--- config.mk ---
export PLATFORM = sky130hd
export DESIGN_NAME = vram_arbiter_flat
export DESIGN_NICKNAME = d
export VERILOG_FILES = /design/src/rtl/vram_arbiter_if.sv /design/src/rtl/vram_arbiter.sv /design/src/flat_wrapper.sv
export SDC_FILE = /design/constraint.sdc
export NUM_CORES = 1
export LEC_CHECK = 0
export ABC_AREA = 1
export CORE_AREA = 4 4 87 89
export CTS_CLUSTER_DIAMETER = 60
export CTS_CLUSTER_SIZE = 40
export DETAILED_ROUTE_END_ITERATION = 7
export DIE_AREA = 0 0 91 93
export GPL_TIMING_DRIVEN = 0
export PLACE_DENSITY = 0.8
export SYNTH_ARGS = -nofsm -noshare
export SYNTH_HDL_FRONTEND = slang
export SYNTH_SLANG_ARGS = --single-unit
--- constraint.sdc ---
create_clock -name clk -period 3.5 [get_ports clk]
set_clock_uncertainty 0.1 [all_clocks]
set_input_delay 0.7 -clock clk [delete_from_list [all_inputs] [get_ports clk]]
set_output_delay 0.7 -clock clk [all_outputs]
set_load 0.005 [all_outputs]
--- src/rtl/vram_arbiter_if.sv ---
// Frame-buffer arbiter port bundle: VGA read request, game pixel writes, clear control, BRAM port.
// master = request/VGA side, slave = arbiter.
interface vram_arbiter_if #(
    parameter int DW = 12
);
    logic [16:0]   vga_addr;
    logic          vga_active;
    logic          wr_valid;
    logic          wr_ready;
    logic [7:0]    wr_x;
    logic [6:0]    wr_y;
    logic [DW-1:0] wr_data;
    logic          clr_start;
    logic [DW-1:0] clr_color;
    logic          clr_busy;
    logic          clr_done;
    logic [16:0]   mem_addr;
    logic          mem_we;
    logic [DW-1:0] mem_din;

    modport master (
        output vga_addr, vga_active, wr_valid, wr_x, wr_y, wr_data, clr_start, clr_color,
        input  wr_ready, clr_busy, clr_done, mem_addr, mem_we, mem_din
    );

    modport slave (
        input  vga_addr, vga_active, wr_valid, wr_x, wr_y, wr_data, clr_start, clr_color,
        output wr_ready, clr_busy, clr_done, mem_addr, mem_we, mem_din
    );
endinterface

--- src/rtl/vram_arbiter.sv ---
// Single-port frame BRAM arbiter: VGA reads first, then a full-buffer clear, then game pixel writes.
// Latency: grant decided in cycle N drives the registered memory port in cycle N+1.
// Backpressure: wr_ready drops while VGA is active, on clr_start, and for the whole clear.
module vram_arbiter #(
    parameter int IMG_WIDTH  = 160,
    parameter int IMG_HEIGHT = 120,
    parameter int DW         = 12
) (
    input  logic         clk,
    input  logic         rst,
    vram_arbiter_if.slave bus
);
    typedef enum logic {IDLE, CLEAR} state_t;

    localparam int          PIXELS = IMG_WIDTH * IMG_HEIGHT;
    localparam logic [14:0] LAST   = 15'(PIXELS - 1);

    state_t        state_q, state_d;
    logic [14:0]   cnt_q, cnt_d;
    logic [DW-1:0] color_q, color_d;
    logic [16:0]   addr_q, addr_d;
    logic          we_q, we_d;
    logic [DW-1:0] din_q, din_d;
    logic          done_q, done_d;

    logic [14:0]   wr_lin;
    logic          wr_in_range;
    logic          wr_ready_int;

    assign wr_lin       = 15'(bus.wr_y) * 15'(IMG_WIDTH) + 15'(bus.wr_x);
    assign wr_in_range  = (int'(bus.wr_x) < IMG_WIDTH) && (int'(bus.wr_y) < IMG_HEIGHT);
    assign wr_ready_int = (state_q == IDLE) && !bus.vga_active && !bus.clr_start;

    assign bus.wr_ready = wr_ready_int;
    assign bus.clr_busy = (state_q == CLEAR);
    assign bus.clr_done = done_q;
    assign bus.mem_addr = addr_q;
    assign bus.mem_we   = we_q;
    assign bus.mem_din  = din_q;

    always_comb begin
        state_d = state_q;
        cnt_d   = cnt_q;
        color_d = color_q;
        addr_d  = bus.vga_addr;
        we_d    = 1'b0;
        din_d   = din_q;
        done_d  = 1'b0;
        case (state_q)
            IDLE: begin
                if (bus.clr_start) begin
                    color_d = bus.clr_color;
                    cnt_d   = '0;
                    state_d = CLEAR;
                end else if (bus.wr_valid && wr_ready_int && wr_in_range) begin
                    // Out-of-range writes still handshake but leave the port on the VGA read.
                    addr_d = {2'b00, wr_lin};
                    we_d   = 1'b1;
                    din_d  = bus.wr_data;
                end
            end
            CLEAR: begin
                if (!bus.vga_active) begin
                    addr_d = {2'b00, cnt_q};
                    we_d   = 1'b1;
                    din_d  = color_q;
                    cnt_d  = cnt_q + 15'd1;
                    if (cnt_q == LAST) begin
                        state_d = IDLE;
                        done_d  = 1'b1;
                    end
                end
            end
            default: state_d = IDLE;
        endcase
    end

    always_ff @(posedge clk) begin
        if (!rst) begin
            state_q <= IDLE;
            cnt_q   <= '0;
            color_q <= '0;
            addr_q  <= '0;
            we_q    <= 1'b0;
            din_q   <= '0;
            done_q  <= 1'b0;
        end else begin
            state_q <= state_d;
            cnt_q   <= cnt_d;
            color_q <= color_d;
            addr_q  <= addr_d;
            we_q    <= we_d;
            din_q   <= din_d;
            done_q  <= done_d;
        end
    end
endmodule

--- src/flat_wrapper.sv ---
// flat-port wrapper written by rule: the top's interface ports become plain ports
module vram_arbiter_flat 
#(
    parameter int IMG_WIDTH  = 160,
    parameter int IMG_HEIGHT = 120,
    parameter int DW         = 12
)
  (clk, rst, bus_vga_addr, bus_vga_active, bus_wr_valid, bus_wr_x, bus_wr_y, bus_wr_data, bus_clr_start, bus_clr_color, bus_wr_ready, bus_clr_busy, bus_clr_done, bus_mem_addr, bus_mem_we, bus_mem_din);
  vram_arbiter_if #(.DW(DW)) bus_i ();
  input  logic clk;
  input  logic rst;
  input wire logic [$bits(bus_i.vga_addr)-1:0] bus_vga_addr;
  input wire logic [$bits(bus_i.vga_active)-1:0] bus_vga_active;
  input wire logic [$bits(bus_i.wr_valid)-1:0] bus_wr_valid;
  input wire logic [$bits(bus_i.wr_x)-1:0] bus_wr_x;
  input wire logic [$bits(bus_i.wr_y)-1:0] bus_wr_y;
  input wire logic [$bits(bus_i.wr_data)-1:0] bus_wr_data;
  input wire logic [$bits(bus_i.clr_start)-1:0] bus_clr_start;
  input wire logic [$bits(bus_i.clr_color)-1:0] bus_clr_color;
  output wire logic [$bits(bus_i.wr_ready)-1:0] bus_wr_ready;
  output wire logic [$bits(bus_i.clr_busy)-1:0] bus_clr_busy;
  output wire logic [$bits(bus_i.clr_done)-1:0] bus_clr_done;
  output wire logic [$bits(bus_i.mem_addr)-1:0] bus_mem_addr;
  output wire logic [$bits(bus_i.mem_we)-1:0] bus_mem_we;
  output wire logic [$bits(bus_i.mem_din)-1:0] bus_mem_din;
  assign bus_i.vga_addr = bus_vga_addr;
  assign bus_i.vga_active = bus_vga_active;
  assign bus_i.wr_valid = bus_wr_valid;
  assign bus_i.wr_x = bus_wr_x;
  assign bus_i.wr_y = bus_wr_y;
  assign bus_i.wr_data = bus_wr_data;
  assign bus_i.clr_start = bus_clr_start;
  assign bus_i.clr_color = bus_clr_color;
  assign bus_wr_ready = bus_i.wr_ready;
  assign bus_clr_busy = bus_i.clr_busy;
  assign bus_clr_done = bus_i.clr_done;
  assign bus_mem_addr = bus_i.mem_addr;
  assign bus_mem_we = bus_i.mem_we;
  assign bus_mem_din = bus_i.mem_din;
  vram_arbiter #(.IMG_WIDTH(IMG_WIDTH), .IMG_HEIGHT(IMG_HEIGHT), .DW(DW)) u_core (.clk(clk), .rst(rst), .bus(bus_i));
endmodule
==> flow_metrics.env, run 1 <==
export IMPL_start_util_pct=47.6
export IMPL_ctsLongestPathBuffers=2
export IMPL_synthCells=453
export IMPL_drtAntennaViolNets=0
export IMPL_critPathSlowestCell="fa_1"
export IMPL_dp_cells=624
export IMPL_min_path_type="reg -> reg"
export IMPL_cts_num_sinks=59
export IMPL_grt_pass1_vias=3363
export IMPL_run_status="completed"
export IMPL_final_net_count=632
export IMPL_grt_max_degree=11
export IMPL_max_cap_viol_count=0
export IMPL_start_kind="input pin"
export IMPL_cts_tree="built"
export IMPL_cts_setup_buffers=0
export IMPL_critPathKind="in -> reg"
export IMPL_synth_edf_count=0
export IMPL_finalSetupTns_ns=0
export IMPL_slew_violations=0
export IMPL_hold_viol_final=0
export IMPL_synthXorXnorAreaFrac_pct=1.36
export IMPL_grt_use_total_pct=23.6
export IMPL_critPathRequiredTime_ns=3.66
export IMPL_num_io_pins=94
export IMPL_htree_levels=3
export IMPL_synth_fp_nets=530
export IMPL_vdd_drop_max_mv=0.301
export IMPL_die_area_um2=8460
export IMPL_ys_flop_type="dfxtp_1"
export IMPL_drive_above_1_share_pct=6.63
export IMPL_grt_first_pass_wirelength_um=16100
export IMPL_crit_arrival_ns=3.28
export IMPL_antenna_found_initial=0
export IMPL_drc=0
export IMPL_coreArea_um2=6760
export IMPL_final_cells=638
export IMPL_max_freq_mhz=320
export IMPL_finalCriticalPeriod_ns=3.12
export IMPL_synth_compound_area_share_pct=21.3
export IMPL_rsz0062_at_grt="false"
export IMPL_cp_max_fo=4
export IMPL_die_w_um=91
export IMPL_synthAdderAreaFrac_pct=6.70
export IMPL_cts_inserted_buffers=9
export IMPL_synth_top_family_by_area="simple AND/OR/NAND/NOR gates"
export IMPL_wirelength_um=9930
export IMPL_worst_path_most_repeated_cell="nand2_1"
export IMPL_cts_resized=0
export IMPL_ys_ff_latch=59
export IMPL_ys_seq_area_share_pct=36.8
export IMPL_ys_warnings_count=0
export IMPL_synth_simple_area_share_pct=26.1
export IMPL_dp_hpwl_um=7600
export IMPL_max_stage_delay_ns=0.57
export IMPL_cts_root_buf="clkbuf_8"
export IMPL_slew_headroom_pct=61.0
export IMPL_powerDensity_nw_per_um2=395
export IMPL_viasPerCell=5.50
export IMPL_diodes=0
export IMPL_die_height_um=93
export IMPL_end_kind="register"
export IMPL_yosys_top_cells_area="dfxtp_1, nand2_1, o21ai_0"
export IMPL_ys_types=40
export IMPL_ctsHoldBuffers=0
export IMPL_final_setup_viol_count=0
export IMPL_synth_top_area_cell="dfxtp_1"
export IMPL_muxShareOfSynthArea_pct=0
export IMPL_drtPass1Iterations=5
export IMPL_clk_insertion_delay_late_ns=0.33
export IMPL_avgRoutedWirePerCell_um=15.6
export IMPL_place_congestion=0.885
export IMPL_clk_pin_slew_ns=0.06
export IMPL_rows=30
export IMPL_dr_total_vias=3507
export IMPL_avgSynthCellArea_um2=7.09
export IMPL_tightest_slew_ns=0.585
export IMPL_yosys_area_top_type_share_pct=36.8
export IMPL_area_delta_synth_final_pct=37.7
export IMPL_first_iter_violations=310
export IMPL_fin_crit_sh_pct=89.2
export IMPL_grt_ovfl_total=0
export IMPL_synth_area_um2=3210
export IMPL_async_flop_share_pct=0
export IMPL_port_buffers=91
export IMPL_p_leak_nw=1.74
export IMPL_crit_chain="clkdlybuf4s50_1 -> ha_1 -> ha_1 -> fa_1 -> nand2_1 -> nor2_1 -> nand2_1 -> a21oi_1 -> nand2_1 -> o21ai_0 -> nand2_1 -> a21oi_1"
[cell families after synthesis]
logic type	count (synthesis)
AO/OA/AOI/OAI	122
flip-flops	59
AND/OR/NAND/NOR	194
adder cells (fa/ha/maj)	16
XOR/XNOR	5
buffers and inverters	57
[where the power goes]
part | leakage [nW] | switching, mW | total, mW | internal [mW]
sequential | 0.485 | 0.0189 | 0.730 | 0.711
clock | 0.104 | 0.252 | 0.630 | 0.378
combinational | 1.16 | 0.195 | 0.388 | 0.193
total | 1.74 | 0.467 | 1.75 | 1.28
[path summary, 6_finish.rpt]
check | start | end | slack, ns | cells after the start
worst min-delay path | u_core.cnt_q[13] | u_core.cnt_q[13] | 0.38 | 2
worst max-delay path | bus_wr_y[3] | u_core.bus.mem_addr[14] | 0.38 | 12
worst max register to register | u_core.cnt_q[1] | u_core.bus.clr_busy | 1.69 | 9
worst min register to register | u_core.cnt_q[13] | u_core.cnt_q[13] | 0.38 | 2
[critical path, delay by kind of cell]
kind | cells | cell delay (ns)
simple gates | 5 | 0.40
compound gates | 3 | 0.57
fa+ha+maj | 3 | 1.07
buf+inv | 1 | 0.53
[layer usage]
layer  track usage [%]  routed length, um
met5                 0                  0
met4              8.67                178
met3              5.55                786
met2              38.1               4460
met1              30.9               4500
[registers in the layout, indices dropped and copies added (netlist names)]
register / flops
u_core.bus.mem_addr: 17
u_core.bus.clr_done: 1
u_core.color_q: 12
u_core.bus.mem_we: 1
u_core.bus.clr_busy: 1
u_core.bus.mem_din: 12
u_core.cnt_q: 15
[layout by cell type, fill, tap and decap left out, types with 2 or more instances in the layout]
master,synthesis,final
a211oi_1,6,6
a21oi_1,40,40
a31oi_1,14,14
buf_1,4,4
buf_2,5,5
buf_4,2,2
clkbuf_1,10,10
clkbuf_8,0,12
clkdlybuf4s50_1,0,91
dfxtp_1,59,59
fa_1,2,2
ha_1,14,14
inv_1,30,30
inv_2,2,2
nand2_1,91,91
nand2_4,2,2
nand3_1,19,19
nand4_1,5,5
nor2_1,61,61
nor2_2,4,4
nor3_1,6,6
nor4_1,2,2
o211ai_1,2,2
o21ai_0,50,50
o221ai_1,2,2
o22ai_1,2,2
xnor2_1,3,3
xor2_1,2,2
[area by class of cell]
cell class                 count  area (um2)
multi-input combinational    337        1780
buffer                        23         119
fill                         608        2330
sequential                    59        1180
tap                           80         100
clock inverter                 2        35.0
clock buffer                  12         165
inverter                      34         133
timing repair buffer          91         911
[synthesized netlist by cell type, types with 5 or more instances]
cell       n
nand2_1   91
nor2_1    61
dfxtp_1   59
o21ai_0   50
a21oi_1   40
inv_1     30
nand3_1   19
a31oi_1   14
ha_1      14
clkbuf_1  10
a211oi_1   6
nor3_1     6
buf_2      5
nand4_1    5
[metrics by stage]
stage               utilization (%)  total power [mW]  hold WS, ns  setup WS, ns  cell area (um2)
floorplan                         -             0.943        0.348         0.807             3210
global placement               62.5              1.12        0.359        0.0604             4220
detailed placement             62.5              1.13        0.371        0.0467             4220
CTS                            65.5              1.75        0.381         0.397             4420
global route                   65.5              1.82        0.395         0.161             4420
finish                         65.5              1.75        0.377         0.378             4420
Note: power is estimated with default switching activity, not from simulation.
==> run 2: changes to the inputs <==
GPL_TIMING_DRIVEN = 1   (was 0)
SLEW_MARGIN = 20   (was default)
==> run 2 against run 1 <==
Against the previous run:
- routed wire length down 6.4%
- final cell count decreased by 2.4%
- worst hold slack got worse by 0.0047 ns
- maximum frequency up 0.31%
- clock-buffer cell count decreased by 1
- worst setup slack improved by 0.0097 ns
- first-iteration DRC count is the same
- non-clock buffer count is 17 lower
- critical path type unchanged
- largest power group unchanged
==> flow_metrics.env, run 2 (synthesis results as in run 1) <==
export IMPL_rows=30
export IMPL_final_setup_viol_count=0
export IMPL_grt_use_total_pct=21.8
export IMPL_start_kind="input pin"
export IMPL_rsz0062_at_grt="false"
export IMPL_dp_hpwl_um=6930
export IMPL_coreArea_um2=6760
export IMPL_finalSetupTns_ns=0
export IMPL_run_status="completed"
export IMPL_busiest_layer="met2"
export IMPL_area_delta_synth_final_pct=35.4
export IMPL_avgRoutedWirePerCell_um=14.9
export IMPL_first_iter_violations=310
export IMPL_tightest_slew_ns=0.748
export IMPL_max_freq_mhz=321
export IMPL_antenna_found_initial=0
export IMPL_cts_resized=0
export IMPL_grt_pass1_vias=3128
export IMPL_largest_reg_flops=17
export IMPL_critPathKind="in -> reg"
export IMPL_dr_total_vias=3400
export IMPL_drive_above_1_share_pct=6.08
export IMPL_cts_root_buf="clkbuf_8"
export IMPL_hold_start="u_core.color_q[9]"
export IMPL_drtAntennaViolNets=0
export IMPL_dp_cells=607
export IMPL_min_path_type="reg -> reg"
export IMPL_powerDensity_nw_per_um2=393
export IMPL_rrSetupSlack_ns=1.13
export IMPL_met2_usage_pct=34.7
export IMPL_clk_insertion_delay_late_ns=0.33
export IMPL_grt_first_pass_wirelength_um=14900
export IMPL_final_net_count=615
export IMPL_hold_viol_final=0
export IMPL_port_buffers=93
export IMPL_grt_ovfl_total=0
export IMPL_start_util_pct=47.6
export IMPL_layout_setup_ws_ns=0.388
export IMPL_viasPerCell=5.46
export IMPL_slew_violations=0
export IMPL_cts_inserted_buffers=9
export IMPL_htree_levels=3
export IMPL_grt_max_degree=35
export IMPL_worstRegToRegCells=10
export IMPL_fin_util_pct=64.4
export IMPL_r2r_start="u_core.bus.clr_busy"
export IMPL_drc=0
export IMPL_cts_setup_buffers=0
export IMPL_place_ws_ns=0.0603
export IMPL_hold_end="u_core.bus.mem_din[9]"
export IMPL_end_kind="register"
export IMPL_cts_tree="built"
export IMPL_hold_slack_ns=0.373
export IMPL_diodes=0
export IMPL_gr_usage_met3_pct=6.44
export IMPL_fin_crit_sh_pct=88.9
export IMPL_layout_commonest_cell="clkdlybuf4s50_1"
export IMPL_die_w_um=91
export IMPL_ctsLongestPathBuffers=2
export IMPL_p_leak_nw=1.71
export IMPL_clk_pin_slew_ns=0.06
export IMPL_die_area_um2=8460
export IMPL_vdd_drop_max_mv=0.254
export IMPL_drtPass1Iterations=4
export IMPL_place_congestion=0.896
export IMPL_use_met1_pct=27.9
export IMPL_max_cap_viol_count=0
export IMPL_cp_max_fo=4
export IMPL_ctsHoldBuffers=0
export IMPL_r2r_end="u_core.cnt_q[14]"
export IMPL_wirelength_um=9290
export IMPL_num_io_pins=94
export IMPL_whs_path_depth=2
export IMPL_final_cells=623
export IMPL_crit_arrival_ns=3.25
export IMPL_critPathRequiredTime_ns=3.64
export IMPL_slew_headroom_pct=49.8
export IMPL_finalCriticalPeriod_ns=3.11
export IMPL_die_height_um=93
export IMPL_final_cell_mix="clkdlybuf4s50_1, nand2_1, nor2_1, dfxtp_1, o21ai_0"
export IMPL_cts_num_sinks=59
run 2: cell types whose count changed in the layout (fill, tap and decap cells not counted), sizes merged:
cell and change:
buf -9, clkbuf -11, clkdlybuf4s50 +2, clkinv +2, clkinvlp +1
run 2: worst max-delay path by stage:
stage,from,endpoint,slack [ns]
2_1_floorplan,bus_wr_y[1],u_core.bus.mem_addr[14],0.81
3_3_place_gp,bus_wr_y[1],u_core.bus.mem_addr[14],0.17
3_5_place_dp,bus_wr_y[3],u_core.bus.mem_addr[14],0.06
4_1_cts,bus_wr_y[3],u_core.bus.mem_addr[14],0.42
5_1_grt,bus_wr_y[3],u_core.bus.mem_addr[14],0.22
6_report,bus_wr_y[3],u_core.bus.mem_addr[14],0.39
run 2: per-stage QoR:
stage | cell area [um2] | power [mW]
3_5_place_dp | 4160 | 1.11
5_1_grt | 4350 | 1.79
6_report | 4350 | 1.71
2_1_floorplan | 3210 | 0.943
3_3_place_gp | 4160 | 1.11
4_1_cts | 4350 | 1.72
run 2: critical path: stages:
cell	delay, ns
clkdlybuf4s50_1	0.54
ha_1	0.25
ha_1	0.25
fa_1	0.57
nand2_1	0.07
nor2_1	0.08
nand2_1	0.07
a21oi_1	0.26
nand2_1	0.11
o21ai_0	0.16
nand2_1	0.08
a21oi_1	0.12
run 2: layer usage:
layer	share of wire, %	routed length [um]
met1	44	4090
met2	47	4340
met3	7.2	672
met4	2.1	196
met5	0	0
run 2: power breakdown:
part | switching (mW) | total (mW) | internal, mW | leakage, nW
Combinational | 0.184 | 0.372 | 0.188 | 1.12
Clock | 0.261 | 0.606 | 0.344 | 0.0991
Sequential | 0.0200 | 0.731 | 0.711 | 0.485
Total | 0.466 | 1.71 | 1.24 | 1.71
run 2: cell type report:
class,count,area [um2]
clock buffers,11,141
clock inverters,5,52.6
fillers,577,2410
inverters,34,133
multi-input cells,337,1780
flip-flops and latches,59,1180
well taps,80,100
repair buffers,97,961
